==> src/rtl/reset_sequencer_if.sv <==
// reset_sequencer_if: soft-reset requests in, staged domain resets and reset cause out.
interface reset_sequencer_if;
  logic       sw_rst_req;
  logic       wdt_rst_req;
  logic       periph_rst_n;
  logic       cpu_rst_n;
  logic       reset_done;
  logic [1:0] rst_cause;
  modport master (output sw_rst_req, wdt_rst_req, input periph_rst_n, cpu_rst_n, reset_done, rst_cause);
  modport slave  (input sw_rst_req, wdt_rst_req, output periph_rst_n, cpu_rst_n, reset_done, rst_cause);
endinterface

==> src/rtl/reset_sequencer.sv <==
// reset_sequencer: synchronises POR release, then frees peripherals before the CPU; handles SW/WDT soft resets.
module reset_sequencer #(
  parameter int SYNC_STAGES = 2,
  parameter int PERIPH_HOLD = 16,
  parameter int CPU_HOLD    = 8
) (
  input  logic             clk_in,
  input  logic             rst,
  reset_sequencer_if.slave bus
);
  localparam int MAX_HOLD = PERIPH_HOLD > CPU_HOLD ? PERIPH_HOLD : CPU_HOLD;
  localparam int CW = MAX_HOLD > 1 ? $clog2(MAX_HOLD) : 1;
  localparam logic [CW-1:0] P_LOAD = CW'(PERIPH_HOLD - 1);
  localparam logic [CW-1:0] C_LOAD = CW'(CPU_HOLD - 1);
  typedef enum logic [2:0] {RESET, SYNC, HOLD_PERIPH, HOLD_CPU, RUN} state_t;
  state_t                 state_q, state_d;
  logic [SYNC_STAGES-1:0] sync_q, sync_d;
  logic [CW-1:0]          cnt_q, cnt_d;
  logic                   periph_q, periph_d;
  logic                   cpu_q, cpu_d;
  logic [1:0]             cause_q, cause_d;
  always_ff @(posedge clk_in or posedge rst) begin
    if (rst) begin
      state_q  <= RESET;
      sync_q   <= '0;
      cnt_q    <= '0;
      periph_q <= 1'b0;
      cpu_q    <= 1'b0;
      cause_q  <= 2'b00;
    end else begin
      state_q  <= state_d;
      sync_q   <= sync_d;
      cnt_q    <= cnt_d;
      periph_q <= periph_d;
      cpu_q    <= cpu_d;
      cause_q  <= cause_d;
    end
  end
  // Release edge is the one where the last synchroniser stage first fills.
  always_comb begin
    state_d  = state_q;
    sync_d   = {sync_q[SYNC_STAGES-2:0], 1'b1};
    cnt_d    = cnt_q;
    periph_d = periph_q;
    cpu_d    = cpu_q;
    cause_d  = cause_q;
    case (state_q)
      RESET, SYNC: begin
        state_d = (sync_d[SYNC_STAGES-1] & ~sync_q[SYNC_STAGES-1]) ? HOLD_PERIPH : SYNC;
        cnt_d   = P_LOAD;
      end
      HOLD_PERIPH: begin
        state_d  = cnt_q == '0 ? HOLD_CPU : HOLD_PERIPH;
        cnt_d    = cnt_q == '0 ? C_LOAD : cnt_q - 1'b1;
        periph_d = cnt_q == '0;
      end
      HOLD_CPU: begin
        state_d = cnt_q == '0 ? RUN : HOLD_CPU;
        cnt_d   = cnt_q == '0 ? cnt_q : cnt_q - 1'b1;
        cpu_d   = cnt_q == '0;
      end
      RUN: begin
        if (bus.sw_rst_req | bus.wdt_rst_req) begin
          state_d  = HOLD_PERIPH;
          cnt_d    = P_LOAD;
          periph_d = 1'b0;
          cpu_d    = 1'b0;
          cause_d  = bus.wdt_rst_req ? 2'b10 : 2'b01;
        end
      end
      default: state_d = RESET;
    endcase
  end
  assign bus.periph_rst_n = periph_q;
  assign bus.cpu_rst_n    = cpu_q;
  assign bus.reset_done   = cpu_q;
  assign bus.rst_cause    = cause_q;
endmodule

==> src/flat_wrapper.sv <==
// flat-port wrapper written by rule: the top's interface ports become plain ports
module reset_sequencer_flat 
#(
  parameter int SYNC_STAGES = 2,
  parameter int PERIPH_HOLD = 16,
  parameter int CPU_HOLD    = 8
)
  (clk_in, rst, bus_sw_rst_req, bus_wdt_rst_req, bus_periph_rst_n, bus_cpu_rst_n, bus_reset_done, bus_rst_cause);
  reset_sequencer_if bus_i ();
  input  logic clk_in;
  input  logic rst;
  input wire logic [$bits(bus_i.sw_rst_req)-1:0] bus_sw_rst_req;
  input wire logic [$bits(bus_i.wdt_rst_req)-1:0] bus_wdt_rst_req;
  output wire logic [$bits(bus_i.periph_rst_n)-1:0] bus_periph_rst_n;
  output wire logic [$bits(bus_i.cpu_rst_n)-1:0] bus_cpu_rst_n;
  output wire logic [$bits(bus_i.reset_done)-1:0] bus_reset_done;
  output wire logic [$bits(bus_i.rst_cause)-1:0] bus_rst_cause;
  assign bus_i.sw_rst_req = bus_sw_rst_req;
  assign bus_i.wdt_rst_req = bus_wdt_rst_req;
  assign bus_periph_rst_n = bus_i.periph_rst_n;
  assign bus_cpu_rst_n = bus_i.cpu_rst_n;
  assign bus_reset_done = bus_i.reset_done;
  assign bus_rst_cause = bus_i.rst_cause;
  reset_sequencer #(.SYNC_STAGES(SYNC_STAGES), .PERIPH_HOLD(PERIPH_HOLD), .CPU_HOLD(CPU_HOLD)) u_core (.clk_in(clk_in), .rst(rst), .bus(bus_i));
endmodule
==> config.mk <==
export PLATFORM = sky130hd
export DESIGN_NAME = reset_sequencer_flat
export DESIGN_NICKNAME = d
export VERILOG_FILES = /design/src/rtl/reset_sequencer_if.sv /design/src/rtl/reset_sequencer.sv /design/src/flat_wrapper.sv
export SDC_FILE = /design/constraint.sdc
export NUM_CORES = 1
export LEC_CHECK = 0
export CAP_MARGIN = 10
export CORE_AREA = 3 3 40 42
export DETAILED_ROUTE_END_ITERATION = 12
export DIE_AREA = 0 0 43 45
export GPL_ROUTABILITY_DRIVEN = 0
export MAX_ROUTING_LAYER = met4
export PLACE_DENSITY_LB_ADDON = 0.08
export SETUP_SLACK_MARGIN = 0.02
export SYNTH_ARGS = -nofsm -noshare
export SYNTH_HDL_FRONTEND = slang
export SYNTH_SLANG_ARGS = --single-unit
==> constraint.sdc <==
create_clock -name clk_in -period 3.6 [get_ports clk_in]
set_clock_uncertainty 0.15 [all_clocks]
set_input_delay 0.72 -clock clk_in [delete_from_list [all_inputs] [get_ports clk_in]]
set_output_delay 0.72 -clock clk_in [all_outputs]
set_load 0.01 [all_outputs]
* Word level (Yosys, flattened, before mapping)
Index checks and enable logic that the tools add are counted.
** Storage, ports and cells
- Register bits :: 13
** Operators by class
- Add/sub/neg operators :: 1
- Eq/ne operators :: 6
- Reduce and logical (&&, ||, !) cells :: 10
- Bitwise logic cells :: 3
- Mux-type cells :: 13
** Operators with widths (count)
- $pmux 4 s4 :: 1
- $mux 4 :: 3
- $pmux 3 s4 :: 1
- $eq 3x2->1 const B :: 2
- $mux 3 :: 2
- $reduce_and 2->1 :: 3
- $logic_not 4->1 :: 1
- $mux 2 :: 2
- $pmux 1 s2 :: 2
- $reduce_bool 2->1 :: 2
- $reduce_bool 4->1 :: 1
- $sub 4x1->4 const B :: 1
- $eq 3x1->1 const B :: 1
- $eq 3x3->1 const B :: 1
- $logic_not 3->1 :: 1
- $reduce_and 3->1 :: 1
- $mux 1 :: 2
- $ne 2x1->1 const B :: 1
- $ne 2x2->1 const B :: 1
- $reduce_or 2->1 :: 1
- $and 1x1->1 :: 1
- $not 1->1 :: 1
- $or 1x1->1 :: 1

* Logic depth before layout (Yosys ltp)
- Word-level depth :: 4
- Mapped depth :: 6
- Gate-level depth less buffers :: 6

* Least setup slack after synthesis
No wires, ideal clock.
- Path type :: input-to-reg
- From :: in bus_wdt_rst_req
- To :: reg u_core.cnt_q[3]
- Data required time :: 3.326 ns
- Stages on the path :: 4
- Setup slack :: 1.961 ns
- Arrival :: 1.365 ns
- Path buffers :: 0
- Path through :: nor2_1 o31ai_2 a21oi_1 or2_1
** On the way
- Longest elaborated chain between the ends :: 3
** Ends and longest elaborated chain
- from (decl) :: line flat_wrapper.sv:13 : input wire logic [$bits(bus_i.wdt_rst_req)-1:0] bus_wdt_rst_req;
- $or 1x1->1 :: line reset_sequencer.sv:63 : if (bus.sw_rst_req | bus.wdt_rst_req) begin
- $ne 2x1->1 (no line)
- $reduce_and 3->1 (no line)
- to (signal assigned) :: line reset_sequencer.sv:33 : cnt_q <= cnt_d;
- to (decl) :: line reset_sequencer.sv:18 : logic [CW-1:0] cnt_q, cnt_d;
No other way between the ends.
A chain may end at the register's enable or synchronous reset.

* Worst setup path in the final report
- From :: reg u_core.cpu_q (netlist: u_core.bus.cpu_rst_n)
- To :: out bus_reset_done
** RTL lines
- from (decl) :: line reset_sequencer.sv:20 : logic cpu_q, cpu_d;
- from (signal assigned) :: line reset_sequencer.sv:35 : cpu_q <= cpu_d;
- to (decl) :: line flat_wrapper.sv:16 : output wire logic [$bits(bus_i.reset_done)-1:0] bus_reset_done;
No word-level cell between the ends.

==> run_results.csv <==
group,metric,value,unit
final_layout,final_common_cell,"dfrtp_1",
yosys,synth_top_area_frac,0.509,
setup_path,critPathMaxFanout,4,
floorplan,ios,9,
timing,final_max_slew_viol_count,0,
drt,drtIter0Drc,14,
power_and_ir_drop,power,525,µW
power_and_ir_drop,p_leak,0.310,nW
yosys,synth_edf_count,0,
final_layout,nets,81,
floorplan,initial_core_util,0.498,
final_layout,antenna_cells,0,
yosys,yosys.area.top_type,"dfrtp_1",
setup_path,path_class,"flop to output pin",
cts,cts.htree.levels,1,
flow_run,maxCapViolCount,0,
global_route,antenna_found_initial,0,
floorplan,die_h,45,µm
status,outcome,"complete, no violations",
timing,setup_viol,0,
global_route,grt_pass1_vias,428,
timing,setup_tns,0,ps
cts,cts_buffer_depth,2,
placed_design,dpl.hpwl,891,µm
cts,numCtsBuffers,3,
power_and_ir_drop,ir_drop,356,µV
global_route,track_usage,0.158,
cts,postCtsHoldBufs,0,
timing,grt_setup_unrepaired,"false",
drt,drt-pass1-iter-count,6,
final_layout,final_util,0.576,
setup_path,end_kind,"output pin",
power_and_ir_drop,cellPowerDensity,709,nW/µm²
setup_path,path_buf_inv,1,
global_route,grt_pass1_wl,1.98,mm
timing,finalCritPeriodShare,0.577,
global_route,grt-ovfl-total,0,
setup_path,critPathRequiredTime,2730,ps
placed_design,numPortBuffers,8,
setup_path,arrival,1210,ps
setup_path,cp_top_family,"buffers and inverters",
power_and_ir_drop,power.internal,333,µW
drt,routed_via_density,5.32,
cts,cts.reportedPaths.clkPinSlew,70,ps
yosys,synth_fp_nets,71,
drt,ant_nets,0,
setup_path,slowest_stage,"clkdlybuf4s50_1",
timing,clock.fmax,482,MHz
min_path,min_from,"u_core.sync_q[0]",
yosys,ys_seq_area_frac,0.509,
yosys,synthCells,66,
setup_path,cp_slowest_stage_delay,550,ps
floorplan,die_w,43,µm
yosys,synth_cell_types,27,
power_and_ir_drop,p_sw,193,µW
cts,cts_tree,"done",
timing,post-route-min-period,2080,ps
timing,hold_viol,0,
yosys,synthTopCellsByArea,"dfrtp_1 (51%), a21oi_1 (8.6%), o21ai_0 (3.1%)",
drt,routedWlPerCell,13.1,µm
power_and_ir_drop,p_clk_frac,0.166,
power_and_ir_drop,p_seq_frac,0.490,
yosys,yosys_warnings,0,
yosys,synth.avg_cell_area,9.69,µm²
cts,post_cts_buffers,0,
yosys,ys.flop_type,"dfrtp_1",
floorplan,row_count,13,
setup_path,crit_path_start,"u_core.bus.cpu_rst_n",
floorplan,coreArea,1280,µm²
cts,cts_root_buf,"clkbuf_4",
final_layout,area_growth,15.9,%
yosys,ys_seq_elements,13,
floorplan,die-area,1940,µm²
yosys,synthArstFlopShare,1.00,
min_path,hold_class,"flop to flop",
setup_path,critPathLaunchType,"flop",
drt,drc_errors,0,
cts,cts_resized,0,
global_route,grt_max_degree,14,
setup_path,rr_startpoint,"u_core.cnt_q[1]",
power_and_ir_drop,switching_share,0.367,
cts,cts_num_sinks,13,
final_layout,final_cell_mix,"dfrtp_1 (13), a21oi_1 (11), clkdlybuf4s50_1 (8)",
drt,wl,1.18,mm
setup_path,crit_chain,"clkdlybuf4s50_1",
cts,clkLatencyLatePin,280,ps
power_and_ir_drop,combPwrFrac,0.345,
final_layout,drive_above_1_share,0.0933,
final_layout,fillers,119,
drt,vias,479,
yosys,synthesis.area,639,µm²
## sequential cells by signal, summed over array words and instances, names as in the netlist
register	count
u_core.bus.rst_cause	2
u_core.sync_q	2
u_core.state_q	3
u_core.cnt_q	4
u_core.bus.periph_rst_n	1
u_core.bus.cpu_rst_n	1
## path summary, 6_finish.rpt
| path | endpoint | slack, ps | cells past startpoint |
|---|---|---|---|
| max | bus_reset_done | 1520 | 1 |
| min | u_core.sync_q[1] | 230 | 0 |
| max reg2reg | u_core.cnt_q[1] | 1930 | 6 |
| min reg2reg | u_core.sync_q[1] | 230 | 0 |
| max in group asynchronous | u_core.sync_q[0] | 2380 | 2 |
| min in group asynchronous | u_core.cnt_q[3] | 590 | 2 |
## power groups by stage
stage | sequential, mW | combinational [mW] | clock [mW]
floorplan | 0.232 | 0.155 | 0
global placement | 0.258 | 0.175 | 0
detailed placement | 0.258 | 0.181 | 0
CTS | 0.256 | 0.182 | 0.0912
global route | 0.268 | 0.203 | 0.0987
finish | 0.257 | 0.181 | 0.0871
## synthesized netlist by cell type, types with 2 or more instances
cell type,number
inv_1,4
a21oi_1,11
o21ai_0,4
nand3_1,2
a211oi_1,2
nor2b_1,3
a22o_1,2
dfrtp_1,13
nor2_1,3
nand2_1,5
## logic make-up after synthesis
kind of cell	count (synthesis)	synth area share
AOI/OAI and AO/OA	22	0.209
xor gates and xnor gates	1	0.0137
adders and majority gates	1	0.0196
buffers and inverters	8	0.0665
DFF	13	0.509
other	1	0.00587
and+or+nand+nor	20	0.176
## layout make-up
class / instances / area, µm² / share of cell area
timing repair buffer: 8 / 80.1 / 0.108
multi-input combinational: 45 / 272 / 0.367
tap: 15 / 18.8 / 0.0253
clock buffer: 4 / 26.3 / 0.0355
inverter: 5 / 18.8 / 0.0253
sequential: 13 / 325 / 0.439
## through the flow
stage	setup slack [ps]	area, µm²	cells	hold slack (ps)
6_report	1520	741	90	235
5_1_grt	1460	741	90	251
4_1_cts	1500	741	90	238
3_5_place_dp	1310	714	86	220
3_3_place_gp	1350	714	86	208
2_1_floorplan	1960	639	66	196
## per-layer routing
| metal | track usage | up-vias | wire [µm] |
|---|---|---|---|
| met4 | 0.127 | 0 | 40 |
| met5 | - | - | 0 |
| met3 | 0.0717 | 4 | 57 |
| met1 | 0.176 | 218 | 544 |
| li1 | - | 249 | - |
| met2 | 0.219 | 8 | 534 |
(Power assumes the default switching activity.)
